===== src/rtl/wb_trace_buffer.sv =====
// Circular trace FIFO of {PC+4, write-back data} pairs with sticky overflow and drop counter.
// Optional macro WB_TRACE_DEDUP_EN suppresses captures that repeat the previous cycle's PC.
module wb_trace_buffer #(
    parameter int DEPTH = 16,
    parameter int CNTW  = $clog2(DEPTH) + 1
) (
    input  logic            Clk,
    input  logic            Reset,
    input  logic [31:0]     PCAddResult,
    input  logic [31:0]     WriteData,
    input  logic            CapEn,
    input  logic            Clear,
    input  logic            RdReady,
    output logic            RdValid,
    output logic [31:0]     RdPC,
    output logic [31:0]     RdData,
    output logic [CNTW-1:0] Count,
    output logic            Overflow,
    output logic [7:0]      DropCount
);
    localparam int PW = $clog2(DEPTH);

    typedef struct packed {
        logic [31:0] pc;
        logic [31:0] data;
    } entry_t;

    entry_t          mem [DEPTH];
    entry_t          head;
    logic [PW-1:0]   wr_ptr, rd_ptr;
    logic [CNTW-1:0] count;
    logic            overflow;
    logic [7:0]      drop_cnt;
    logic            cap_qual, cap_req, full, pop, push, drop;

`ifdef WB_TRACE_DEDUP_EN
    logic [31:0] last_pc;

    always_ff @(posedge Clk or negedge Reset) begin
        if (!Reset)     last_pc <= '0;
        else if (Clear) last_pc <= '0;
        else            last_pc <= PCAddResult;
    end

    assign cap_qual = (PCAddResult != last_pc);
`else
    assign cap_qual = 1'b1;
`endif

    assign full    = (count == CNTW'(DEPTH));
    assign pop     = (count != '0) && RdReady;
    assign cap_req = CapEn && cap_qual;
    // A pop in the same cycle frees the slot the push needs, so full does not block it.
    assign push    = cap_req && (!full || pop);
    assign drop    = cap_req && full && !pop;

    always_ff @(posedge Clk or negedge Reset) begin
        if (!Reset) begin
            wr_ptr   <= '0;
            rd_ptr   <= '0;
            count    <= '0;
            overflow <= 1'b0;
            drop_cnt <= '0;
        end else if (Clear) begin
            wr_ptr   <= '0;
            rd_ptr   <= '0;
            count    <= '0;
            overflow <= 1'b0;
            drop_cnt <= '0;
        end else begin
            if (push) wr_ptr <= wr_ptr + PW'(1);
            if (pop)  rd_ptr <= rd_ptr + PW'(1);
            case ({push, pop})
                2'b10:   count <= count + CNTW'(1);
                2'b01:   count <= count - CNTW'(1);
                default: count <= count;
            endcase
            if (drop) begin
                overflow <= 1'b1;
                if (drop_cnt != 8'hFF) drop_cnt <= drop_cnt + 8'd1;
            end
        end
    end

    // Storage is not reset; an empty buffer masks whatever stale data it holds.
    always_ff @(posedge Clk) begin
        if (Reset && push && !Clear) mem[wr_ptr] <= '{pc: PCAddResult, data: WriteData};
    end

    assign head      = mem[rd_ptr];
    assign RdValid   = (count != '0);
    assign RdPC      = RdValid ? head.pc   : '0;
    assign RdData    = RdValid ? head.data : '0;
    assign Count     = count;
    assign Overflow  = overflow;
    assign DropCount = drop_cnt;

endmodule


===== config.mk =====
export PLATFORM = sky130hd
export DESIGN_NAME = wb_trace_buffer
export DESIGN_NICKNAME = d
export VERILOG_FILES = /design/src/rtl/wb_trace_buffer.sv
export SDC_FILE = /design/constraint.sdc
export NUM_CORES = 1
export LEC_CHECK = 0
export CORE_MARGIN = 3
export CORE_UTILIZATION = 44
export DETAILED_ROUTE_END_ITERATION = 7
export SLEW_MARGIN = 25
export SYNTH_ARGS = -nofsm -noshare
export SYNTH_HDL_FRONTEND = slang
export SYNTH_SLANG_ARGS = --single-unit
export TNS_END_PERCENT = 5

===== constraint.sdc =====
create_clock -name Clk -period 10.2 [get_ports Clk]
set_input_delay 3.06 -clock Clk [delete_from_list [all_inputs] [get_ports Clk]]
set_output_delay 3.06 -clock Clk [all_outputs]
set_load 0.05 [all_outputs]

-- Yosys cells after proc, flatten, opt, wreduce, memory -nomap -nowiden
Memory sizes are Yosys's and may differ from the RTL's.
Index checks and enable logic that the tools add are counted.
- bits in writable memories: 1024
- register bits: 22
- bits of input ports: 69
- output and inout bits: 79
- memories: 1
- word-level logic and storage cells: 47
- memories (memory ; words ; width ; read ports ; clocked after memory_dff ; wr ports ; line ; RTL):
    mem ; 16 ; 64 ; 1 ; 0 ; 1 ; 28 ; entry_t mem [DEPTH];
- reduce and logical (&&, ||, !) cells: 17
- mux-type cells: 15
- add/subtract/negate cells: 5
- eq/ne operators: 4
- operator list (cell ; number):
    $mux W32 ; 2
    $mux W8 ; 3
    $mux W4 ; 4
    $pmux W5 S2 ; 1
    $add A4 B1 Y4 const B ; 2
    $add A8 B1 Y8 const B ; 1
    $ne A8 B8 Y1 const B ; 1
    $reduce_bool A2 Y1 ; 4
    $logic_and A1 B1 Y1 ; 6
    $add A5 B1 Y5 const B ; 1
    $eq A5 B5 Y1 const B ; 1
    $mux W5 ; 1
    $reduce_bool A5 Y1 ; 1
    $sub A5 B1 Y5 const B ; 1
    $mux W1 ; 4
    $logic_not A1 Y1 ; 3
    $reduce_bool A3 Y1 ; 1
    $eq A2 B1 Y1 const B ; 1
    $eq A2 B2 Y1 const B ; 1
    $reduce_and A2 Y1 ; 1
    $logic_or A1 B1 Y1 ; 1

-- Longest topological paths before layout
- depth after elaboration: 8
- depth in mapped cells: 11
- mapped depth without buffers: 9

-- Worst setup path before layout
Ideal clock, no wire load.
- kind: input -> register
- start: in Clear
- end: mem mem[12][0] in the netlist's numbering, enable pin
- data arrival time: 6.432 ns
- setup slack: 3.282 ns
- path buffers: 1
- library setup time: 0.486 ns
- data required time: 9.714 ns
- cell stages on the path: 5
- path through: clkbuf_1 nand2b_1 a21oi_1 nand2_1 nor2_1
- longest elaborated chain between the ends: 4
- RTL lines (item ; line ; RTL):
    start: declaration ; 12 ; input logic Clear,
    $logic_not A1 Y1 ; 87 ; if (Reset && push && !Clear) mem[wr_ptr] <= '{pc: PCAddResult, data: WriteData};
    $logic_and A1 B1 Y1 ; 87 ;
    $mux W1 ; 87 ;
    $mux W1 (implied by the code) ; 87 ;
    end: declaration ; 28 ;
Every way passes these cells.

-- Final worst setup path
- start: reg rd_ptr[0]
- end: out RdPC[6]
- longest elaborated chain between the ends: 2
- RTL lines (item ; line ; RTL):
    start: declaration ; 30 ; logic [PW-1:0] wr_ptr, rd_ptr;
    start signal: assignment ; 72 ; if (pop) rd_ptr <= rd_ptr + PW'(1);
    $mem_v2 Z16 W64 ; - ;
    $mux W32 ; 92 ; assign RdPC = RdValid ? head.pc : '0;
    end: declaration ; 15 ; output logic [31:0] RdPC,
Every way passes these cells.

==> reports/results.txt <==
status: finished, final reports clean
crit start category: register
dpl cells: 2935
list of most frequent post-synthesis cells: edfxtp_1 (1024), mux4_2 (320), and2_1 (64), clkbuf_1 (39), nor2_1 (39)
Post-synth EDFFs: 1024
Longest Clk Path Bufs: 3
cell family contributing the most delay on the critical path: buffers and inverters
Post-Synthesis Cells: 1659
Post-Syn Area per Cell: 24.3 um^2
register area: 31300 um^2
Leak: 0.0142 uW
asr flop ratio synth: 2.10%
clk slew on worst S/H paths: 0.06 ns
Final #Nets: 1949
YS warnings: 0
Initial Utilization: 44.5%
Setup Slack @ Placement: 3.47 ns
Via density: 5.74
Seq/Total Area, Yosys: 77.8%
largest net degree at the start of global routing: 107
Root Buffer: clkbuf_16
P&R area growth vs syn: 16.6%
row count: 110
Crit Path Category: reg2out
Area contributors post-synth: edfxtp_1 (76%), mux4_2 (18%), dfrtp_1 (1.4%)
max cap viols: 0
drt initial violations: 1616
CTS Hold Bufs: 0
slowest CP cell: clkdlybuf4s50_1
grt ovf: 0
Reg-to-Reg End: mem[4][50]
Die ar.: 95200 um^2
Crit path depth: 5
Tightest Pin Transition: 1.01 ns
mean routed wirelength per cell: 28.2 um
cell taking the most area after synthesis: edfxtp_1
fraction of layout cells with a size suffix above 1: 27.8%
Post-DRT Antenna Nets: 0
crit-path max cell delay: 0.71 ns
total clock sinks: 1046
Final min period: 6.95 ns
Final Skew: 0.0231 ns
top-count cell post-synth: edfxtp_1
Clock Latency Late Sink: 0.66 ns
number of cells in the finished layout apart from fillers: 3139
CP Data Required Time: 7.14 ns
vias in the first global route: 19056
Yosys top cell area share: 76.4%
fin crit share: 68.1%
CP Data Arrival Time: 3.89 ns
Post-DP HPWL: 43000 um
worst-path fanout max: 99
Multi-input gate area: 8600 um^2
number of distinct library cells after synthesis: 49
drt drc: 0
final wirelength: 88500 um
type of the tightest min-delay check: reg2reg
initial antenna violation count: 8
Peak VDD IR: 0.207 mV
RSZ-0062 raised after global routing: no
CTS tree: yes
Post-Syn Area: 40300 um^2
reg2reg start: Count[4]
die extent in x: 308 um
commonest register cell after synthesis: edfxtp_1
Mapped Nets: 1736
CP Buf/Inv Count: 2
die height: 308 um
number of gates resized after cts: 0
fmax: 0.144 GHz
crit path to: RdPC[6]
Cell Chain, Critical Path: buf_12, mux4_2, mux4_2, and2_1, clkdlybuf4s50_1
first-pass GRT wire length: 131000 um
Fin Setup TNS: 0 ns
Seq cells post-synth: 1046
Final setup viols: 0
Placeable Area: 90400 um^2
final slew viol count: 0
Setup crit end kind: output pin
Critical path origin: rd_ptr[0]
final core utilization: 51.9%
slew margin rel.: 32.4%
Reg2Reg Depth: 5
I/O pin total: 148
H-tree levels: 3
Pre-Repair DR Iteration Count: 7
PnR worst setup slack: 3.25 ns
R2R setup slack: 6.81 ns
GRT Resource Usage Total: 19.0%
setup bufs post-CTS: 0
Port Buffers: 147
routability cong.: 0.703
vias: 18028
CTS Buf Count: 108
Hold WS: 0.521 ns
filler cell count: 6867
PD cells: 247 nW/um^2
final hold violation count: 0
most used cell, CP: mux4_2
-- power breakdown --
part / internal, uW / switching [uW]
Combinational: 1260 / 1690
Clock: 2270 / 1580
Sequential: 4750 / 42.7
-- logic make-up (layout without fill, tap and decap cells) --
logic type,Yosys count,in the layout,share of synthesized area (%)
flip-flops,1046,1046,77.8
multiplexers,324,324,18.0
AND/OR/NAND/NOR,148,148,1.99
buffers and inverters,93,395,1.20
AO/OA/AOI/OAI,27,27,0.516
XOR/XNOR,13,13,0.283
adder cells (fa/ha/maj),8,8,0.249
other,0,2,0
-- state kept, by name, summed over array words and instances, names as in the netlist --
signal	cells
Overflow	1
DropCount	8
Count	5
wr_ptr	4
rd_ptr	4
mem	1024
-- final cells by class --
class | count | share of cell area, %
Antenna cell | 2 | 0.0107
Tap cell | 1176 | 3.14
Sequential cell | 1046 | 66.7
Clock inverter | 70 | 1.42
Timing Repair Buffer | 187 | 4.29
Inverter | 9 | 0.0720
Clock buffer | 129 | 6.02
Multi-Input combinational cell | 520 | 18.3
-- worst register-to-register path, delay by kind of cell, from the launching register on --
family                 cells  cell delay (ns)
DFF                        1             0.49
AOI/OAI and AO/OA          1             0.41
and+or+nand+nor            3             1.44
buffers and inverters      1             0.68
-- per-layer routing --
metal / track usage [%] / vias up / share of wire [%]
met3: 2.83 / 118 / 5.2
met5: 0 / - / 0.062
met2: 32.0 / 500 / 51
met1: 26.4 / 9851 / 42
met4: 4.75 / 8 / 1.8
li1: - / 7551 / -
-- placed cells by master, fill, tap and decap left out, types with 9 or more instances in the layout --
master	synthesis	routed
inv_1	9	9
clkbuf_16	0	110
bufinv_16	0	12
clkinv_1	0	23
mux4_2	320	320
edfxtp_1	1024	1024
buf_4	20	23
dfrtp_1	22	18
nor2_4	0	16
nand2_1	15	14
and2_1	64	64
clkdlybuf4s50_1	0	147
buf_12	0	13
clkinv_2	0	25
nor2_1	39	23
clkbuf_1	39	19
-- worst min path at each step --
stage,from,end,cells after the start
2_1_floorplan,wr_ptr[3],wr_ptr[3],2
3_3_place_gp,Overflow,Overflow,2
3_5_place_dp,Overflow,Overflow,2
4_1_cts,Overflow,Overflow,2
5_1_grt,Overflow,Overflow,2
6_report,Overflow,Overflow,2
-- through the flow --
stage          power [uW]  instance area [um^2]
2_1_floorplan        7000                 40300
5_1_grt             12100                 46900
3_3_place_gp         7860                 43300
6_report            11600                 46900
3_5_place_dp         7900                 43400
4_1_cts             11800                 46800
Power figures use the tool's default switching activity.
